**config.mk**
```make
export PLATFORM = sky130hd
export DESIGN_NAME = pe_array_ctrl
export DESIGN_NICKNAME = d
export VERILOG_FILES = /design/src/rtl/pe_array_ctrl.sv
export SDC_FILE = /design/constraint.sdc
export NUM_CORES = 1
export LEC_CHECK = 0
export BUFFER_PORTS_ARGS = -buffer_cell sky130_fd_sc_hd__clkbuf_2
export CAP_MARGIN = 15
export CORE_MARGIN = 2
export CORE_UTILIZATION = 53
export DETAILED_ROUTE_END_ITERATION = 8
export PLACE_DENSITY = 0.86
export SYNTH_ARGS = -nofsm -noshare
export SYNTH_HDL_FRONTEND = slang
export SYNTH_SLANG_ARGS = --single-unit
```
**constraint.sdc**
```tcl
create_clock -name clk -period 3 [get_ports clk]
set_input_delay 0.15 -clock clk [delete_from_list [all_inputs] [get_ports clk]]
set_output_delay 0.15 -clock clk [all_outputs]
set_load 0.005 [all_outputs]
```
**src/rtl/pe_array_ctrl.sv**
```systemverilog
// pe_array_ctrl: sequences weight load, two-bank compute and flush for a
// ROWS x COLS weight-stationary PE grid. Every output is driven straight from a flop.
module pe_array_ctrl #(
   parameter int ROWS          = 4,
   parameter int COLS          = 4,
   parameter int ID_WIDTH      = 6,
   parameter int IN_DATA_WIDTH = 8,
   parameter int LEN_WIDTH     = 12,
   parameter int DRAIN_CYC     = 16,
   parameter int FLUSH_CYC     = 8
) (
   input  logic                          clk,
   input  logic                          rst_n,
   input  logic                          i_cmd_vld,
   output logic                          o_cmd_rdy,
   input  logic [LEN_WIDTH-1:0]          i_cmd_len,
   input  logic                          s_wgt_vld,
   output logic                          s_wgt_rdy,
   input  logic [IN_DATA_WIDTH-1:0]      s_wgt_data,
   input  logic                          s_act_vld,
   output logic                          s_act_rdy,
   input  logic [ROWS*IN_DATA_WIDTH-1:0] s_act_data,
   output logic                          o_pe_rst,
   output logic                          o_load_vld,
   output logic [ID_WIDTH-1:0]           o_load_id,
   output logic [IN_DATA_WIDTH-1:0]      o_load_data,
   output logic                          o_pop_vld,
   output logic                          o_left_vld,
   output logic [ROWS*IN_DATA_WIDTH-1:0] o_left_data,
   output logic                          o_busy,
   output logic                          o_done
);

   localparam int NPE     = ROWS * COLS;
   localparam int BEAT_W  = (2 * NPE > 2) ? $clog2(2 * NPE) : 1;
   localparam int CNT_MAX = (DRAIN_CYC > FLUSH_CYC) ? DRAIN_CYC : FLUSH_CYC;
   localparam int CNT_W   = (CNT_MAX > 1) ? $clog2(CNT_MAX + 1) : 2;
   localparam int AW      = ROWS * IN_DATA_WIDTH;

   typedef enum logic [2:0] {
      IDLE, LOAD, DRAIN, COMP0, SWAP, COMP1, RESTORE, FLUSH
   } state_e;

   state_e                   state_q, state_d;
   logic [LEN_WIDTH-1:0]     len_q, len_d;
   logic [BEAT_W-1:0]        beat_q, beat_d;
   logic [ID_WIDTH-1:0]      id_q, id_d;
   logic [LEN_WIDTH-1:0]     vec_q, vec_d;
   logic [CNT_W-1:0]         cnt_q, cnt_d;
   logic [1:0]               init_q, init_d;
   logic                     cmd_rdy_q, cmd_rdy_d;
   logic                     wgt_rdy_q, wgt_rdy_d;
   logic                     act_rdy_q, act_rdy_d;
   logic                     pe_rst_q, pe_rst_d;
   logic                     load_vld_q, load_vld_d;
   logic [ID_WIDTH-1:0]      load_id_q, load_id_d;
   logic [IN_DATA_WIDTH-1:0] load_data_q, load_data_d;
   logic                     pop_vld_q, pop_vld_d;
   logic                     left_vld_q, left_vld_d;
   logic [AW-1:0]            left_data_q, left_data_d;
   logic                     busy_q, busy_d;
   logic                     done_q, done_d;

   logic accept, wgt_hs, act_hs;

   assign accept = i_cmd_vld && cmd_rdy_q;
   assign wgt_hs = s_wgt_vld && wgt_rdy_q;
   assign act_hs = s_act_vld && act_rdy_q;

   always_comb begin
      state_d     = state_q;
      len_d       = len_q;
      beat_d      = beat_q;
      id_d        = id_q;
      vec_d       = vec_q;
      cnt_d       = cnt_q;
      init_d      = {init_q[0], 1'b1};
      pe_rst_d    = ~init_q[1];
      wgt_rdy_d   = 1'b0;
      act_rdy_d   = 1'b0;
      load_vld_d  = 1'b0;
      load_id_d   = load_id_q;
      load_data_d = load_data_q;
      pop_vld_d   = 1'b0;
      left_vld_d  = 1'b0;
      left_data_d = '0;
      done_d      = 1'b0;

      case (state_q)
         IDLE: begin
            if (accept) begin
               len_d     = i_cmd_len;
               beat_d    = '0;
               id_d      = '0;
               vec_d     = '0;
               cnt_d     = '0;
               pe_rst_d  = 1'b1;
               wgt_rdy_d = 1'b1;
               state_d   = LOAD;
            end
         end
         // Both banks share one ID sequence; the beat counter tracks which pass we are in.
         LOAD: begin
            wgt_rdy_d = 1'b1;
            if (wgt_hs) begin
               load_vld_d  = 1'b1;
               load_id_d   = id_q;
               load_data_d = s_wgt_data;
               id_d        = (id_q == ID_WIDTH'(NPE - 1)) ? '0 : id_q + 1'b1;
               if (beat_q == BEAT_W'(2 * NPE - 1)) begin
                  beat_d    = '0;
                  wgt_rdy_d = 1'b0;
                  state_d   = DRAIN;
               end else begin
                  beat_d = beat_q + 1'b1;
               end
            end
         end
         DRAIN: begin
            if (cnt_q == CNT_W'(DRAIN_CYC - 1)) begin
               cnt_d = '0;
               if (len_q == '0) begin
                  state_d = FLUSH;
               end else begin
                  act_rdy_d = 1'b1;
                  state_d   = COMP0;
               end
            end else begin
               cnt_d = cnt_q + 1'b1;
            end
         end
         COMP0, COMP1: begin
            act_rdy_d = 1'b1;
            if (act_hs) begin
               left_vld_d  = 1'b1;
               left_data_d = s_act_data;
               if (vec_q == len_q - 1'b1) begin
                  vec_d     = '0;
                  act_rdy_d = 1'b0;
                  state_d   = (state_q == COMP0) ? SWAP : RESTORE;
               end else begin
                  vec_d = vec_q + 1'b1;
               end
            end
         end
         // Two quiet cycles let the last vector enter the array before the bank toggles.
         SWAP, RESTORE: begin
            if (cnt_q == CNT_W'(1)) begin
               cnt_d     = '0;
               pop_vld_d = 1'b1;
               if (state_q == SWAP) begin
                  act_rdy_d = 1'b1;
                  state_d   = COMP1;
               end else begin
                  state_d = FLUSH;
               end
            end else begin
               cnt_d = cnt_q + 1'b1;
            end
         end
         FLUSH: begin
            if (cnt_q == CNT_W'(FLUSH_CYC - 1)) begin
               cnt_d   = '0;
               done_d  = 1'b1;
               state_d = IDLE;
            end else begin
               cnt_d = cnt_q + 1'b1;
            end
         end
         default: state_d = IDLE;
      endcase

      cmd_rdy_d = (state_q == IDLE) && !accept;
      busy_d    = (state_d != IDLE);
   end

   always_ff @(posedge clk or negedge rst_n) begin
      if (!rst_n) begin
         state_q     <= IDLE;
         len_q       <= '0;
         beat_q      <= '0;
         id_q        <= '0;
         vec_q       <= '0;
         cnt_q       <= '0;
         init_q      <= '0;
         cmd_rdy_q   <= 1'b0;
         wgt_rdy_q   <= 1'b0;
         act_rdy_q   <= 1'b0;
         pe_rst_q    <= 1'b1;
         load_vld_q  <= 1'b0;
         load_id_q   <= '0;
         load_data_q <= '0;
         pop_vld_q   <= 1'b0;
         left_vld_q  <= 1'b0;
         left_data_q <= '0;
         busy_q      <= 1'b0;
         done_q      <= 1'b0;
      end else begin
         state_q     <= state_d;
         len_q       <= len_d;
         beat_q      <= beat_d;
         id_q        <= id_d;
         vec_q       <= vec_d;
         cnt_q       <= cnt_d;
         init_q      <= init_d;
         cmd_rdy_q   <= cmd_rdy_d;
         wgt_rdy_q   <= wgt_rdy_d;
         act_rdy_q   <= act_rdy_d;
         pe_rst_q    <= pe_rst_d;
         load_vld_q  <= load_vld_d;
         load_id_q   <= load_id_d;
         load_data_q <= load_data_d;
         pop_vld_q   <= pop_vld_d;
         left_vld_q  <= left_vld_d;
         left_data_q <= left_data_d;
         busy_q      <= busy_d;
         done_q      <= done_d;
      end
   end

   assign o_cmd_rdy   = cmd_rdy_q;
   assign s_wgt_rdy   = wgt_rdy_q;
   assign s_act_rdy   = act_rdy_q;
   assign o_pe_rst    = pe_rst_q;
   assign o_load_vld  = load_vld_q;
   assign o_load_id   = load_id_q;
   assign o_load_data = load_data_q;
   assign o_pop_vld   = pop_vld_q;
   assign o_left_vld  = left_vld_q;
   assign o_left_data = left_data_q;
   assign o_busy      = busy_q;
   assign o_done      = done_q;

endmodule

```
==> flow_metrics.env <==
export IMPL_crit_family="simple AND/OR/NAND/NOR gates"
export IMPL_synthAdderAreaFrac=0.0244
export IMPL_grt_pass1_vias=3822
export IMPL_core_area_um2=8590
export IMPL_gp_congestion=0.910
export IMPL_cts_made_buffers=9
export IMPL_met1_usage=0.273
export IMPL_yosys_area_share_simple=0.186
export IMPL_io_buffer_count=111
export IMPL_synth_cell_area_um2=4620
export IMPL_crit_type="flip-flop to flip-flop"
export IMPL_grt_met2_usage=0.427
export IMPL_dp_hpwl_um=7240
export IMPL_cts_tree="done"
export IMPL_nets=644
export IMPL_slew_limit_headroom=0.471
export IMPL_maxCapViolations=0
export IMPL_antenna_found_initial=0
export IMPL_drt_wirelength_per_cell_um=15.5
export IMPL_use_met3=0.0367
export IMPL_diodes=0
export IMPL_internal_power_mw=2.26
export IMPL_yosys_warnings=0
export IMPL_period_share=0.944
export IMPL_die_height_um=97.3
export IMPL_maxSlewViolCount=0
export IMPL_cts_sinks=100
export IMPL_synth_main_ff_cell="dfrtp_1"
export IMPL_synth_xor_area_share=0.0453
export IMPL_finalClockSkew_ns=0.0117
export IMPL_synthMuxAreaShare=0.0659
export IMPL_drt_iter0_drc=183
export IMPL_die_x_um=97.3
export IMPL_power_density_nw_per_um2=581
export IMPL_setup_tns_ns=0
export IMPL_synth_seq_area_share=0.542
export IMPL_fmax_ghz=0.353
export IMPL_cts_root_buf="clkbuf_8"
export IMPL_synth_top_area_share=0.537
export IMPL_layout_min_cycle_time_ns=2.83
export IMPL_synth_nets=501
export IMPL_rsz0062_at_grt="false"
export IMPL_synth_compound_area_share=0.105
export IMPL_detail_route_vias_per_cell=5.57
export IMPL_switching_share=0.337
export IMPL_ys_ff_latch=100
export IMPL_start_util=0.537
export IMPL_synth_edf_count=0
export IMPL_grt_max_degree=88
export IMPL_cts_htree_levels=3
export IMPL_hold_ws_ns=0.00303
export IMPL_overflow=0
export IMPL_leakagePower_nw=2.93
export IMPL_rows=34
export IMPL_drtAntennaViolNets=0
export IMPL_path_buf_inv=0
export IMPL_cp_slowest_cell="or4_1"
export IMPL_die_area_um2=9470
export IMPL_via_count=3852
export IMPL_cts_setup_buffers=0
export IMPL_post_cts_resized=0
export IMPL_ys_types=52
export IMPL_synth_async_reset_ratio=1.00
export IMPL_cp_cell_sequence="or4_1, or3_4, xnor2_2, a22o_4, o211ai_2, nand2_1, a21oi_1"
export IMPL_syn_avg_cell_area_um2=10.6
export IMPL_peakVddDrop_v=0.000339
export IMPL_clkSlewWorstSetupHoldPaths_ns=0.12
export IMPL_grt_use_total=0.231
export IMPL_first_pass_iters=4
export IMPL_finalHoldViolCount=0
export IMPL_drt_wl_total_um=10700
export IMPL_grt_pass1_wl_um=17700
export IMPL_synth_top_family_by_area="simple AND/OR/NAND/NOR gates"
export IMPL_power_frac_seq=0.495
export IMPL_yosysTopAreaCell="dfrtp_1"
export IMPL_syn_inst=435
export IMPL_yosys_top_cells_area="dfrtp_1 54%, mux2_2 5.6%, and2_1 4.6%, nand2_1 3.3%, o21ai_0 2.9%"
export IMPL_crit_required_ns=3.29
export IMPL_drc=0
export IMPL_worst_skew_pair_late_latency_ns=0.37
export IMPL_hold_path_class="input port to flip-flop"
export IMPL_start_kind="flip-flop"
export IMPL_switching_power_mw=1.15
export IMPL_cpPeakStageDelay_ns=0.65
export IMPL_crit_arrival_ns=3.12
export IMPL_post_route_cells_drive_above_1_share=0.292
export IMPL_crit_fanout=7
export IMPL_cts_path_max_buffers=2
export IMPL_end_kind="flip-flop"
export IMPL_syn2layout_area_growth_pct=27.2
export IMPL_pwr_share_clk=0.259
export IMPL_top_usage_layer="met2"
export IMPL_setup_viol=0
export IMPL_status="completed"
export IMPL_worst_pin_slew_ns=0.790
export IMPL_io_pins=112
export IMPL_pwr_share_comb=0.245
==> cells by family (layout without fill, tap and decap cells) <==
| group | count (synthesis) | in the layout |
|---|---|---|
| AOI/OAI and AO/OA | 74 | 74 |
| xor gates and xnor gates | 23 | 23 |
| adders and majority gates | 9 | 9 |
| buffers and inverters | 37 | 185 |
| DFF | 100 | 100 |
| muxes | 27 | 27 |
| other | 1 | 1 |
| and+or+nand+nor | 164 | 164 |
==> sequential cells by signal, indices dropped and copies added (netlist names), 2 cells and up <==
signal and count:
vec_q 12, state_q 3, init_q 2, beat_q 5, id_q 6, o_load_data 8
o_left_data 32, cnt_q 5, o_load_id 6, len_q 12
==> stage by stage <==
stage | instances | util | area (um2) | setup slack [ns] | total power [mW]
after floorplan | 435 | - | 4620 | 0.473 | 2.16
after global placement | 638 | 0.615 | 5290 | 0.344 | 2.45
after detailed placement | 638 | 0.615 | 5290 | 0.229 | 2.49
after CTS | 691 | 0.683 | 5870 | 0.202 | 3.41
after global routing | 691 | 0.683 | 5870 | 0.0811 | 3.58
final | 691 | 0.683 | 5870 | 0.169 | 3.41
==> synth_stat cells (all sizes together) (5+ instances only) <==
master	count
a21oi	15
and2	35
and3	7
clkbuf	19
dfrtp	99
ha	9
inv	14
mux2	24
nand2	40
nand3	12
nand4	7
nor2	27
nor3	9
o21ai	28
o22ai	8
o31ai	5
or3	9
xnor2	9
xor2	14
==> metal layers <==
metal	routed length (um)	vias up
li1	-	1789
met1	4310	1900
met2	5700	138
met3	491	25
met4	227	0
met5	0	-
==> worst paths after layout <==
path                                from  cells past startpoint               to  slack, ns
setup / recovery                len_q[4]                      7         vec_q[8]       0.17
hold / removal             s_wgt_data[6]                      2   o_load_data[6]      0.003
setup reg to reg                len_q[4]                      7         vec_q[8]       0.17
hold reg to reg                init_q[0]                      0        init_q[1]       0.37
max in group asynchronous          rst_n                      3  o_left_data[18]       2.13
min in group asynchronous          rst_n                      2         cnt_q[0]       0.17
==> layout by cell type (no fill, tap or decap), drive strengths merged, types with 2 or more instances in the layout <==
cell type    count
clkbuf         119
o21ai           28
nand2b           2
or2              3
nor4             2
a21oi           15
inv             17
nand2           40
xnor2            9
and2            35
or3              9
nor2            27
xor2            14
mux2i            3
nand3b           3
and3             7
o22ai            8
ha               9
a21o             2
dlygate4sd3     37
a31oi            3
buf              8
a211oi           3
mux2            24
nor3b            4
nor3             9
dfrtp           99
clkinv           4
o31ai            5
nand3           12
nand4            7
==> power by group through the flow <==
| stage | registers, mW | logic (mW) | clock network [mW] |
|---|---|---|---|
| after floorplan | 1.69 | 0.479 | 0 |
| after global placement | 1.70 | 0.747 | 0 |
| after detailed placement | 1.71 | 0.781 | 0 |
| after CTS | 1.68 | 0.825 | 0.898 |
| after global routing | 1.71 | 0.926 | 0.950 |
| final | 1.69 | 0.837 | 0.884 |
==> area by class of cell <==
class,instances,area [um2]
Clock buffer,9,124
Fill cell,621,2720
Sequential cell,100,2500
Tap cell,108,135
Multi-Input combinational cell,298,1970
Inverter,14,52.6
Timing Repair Buffer,155,993
Clock inverter,7,91.3
==> repair_timing <==
item / in CTS / in global routing
hold buffers: 37 / 0
endpoints found under the hold margin: 83 / 0
endpoints found under the setup margin: 0 / 0
Power figures use the tool's default switching activity.
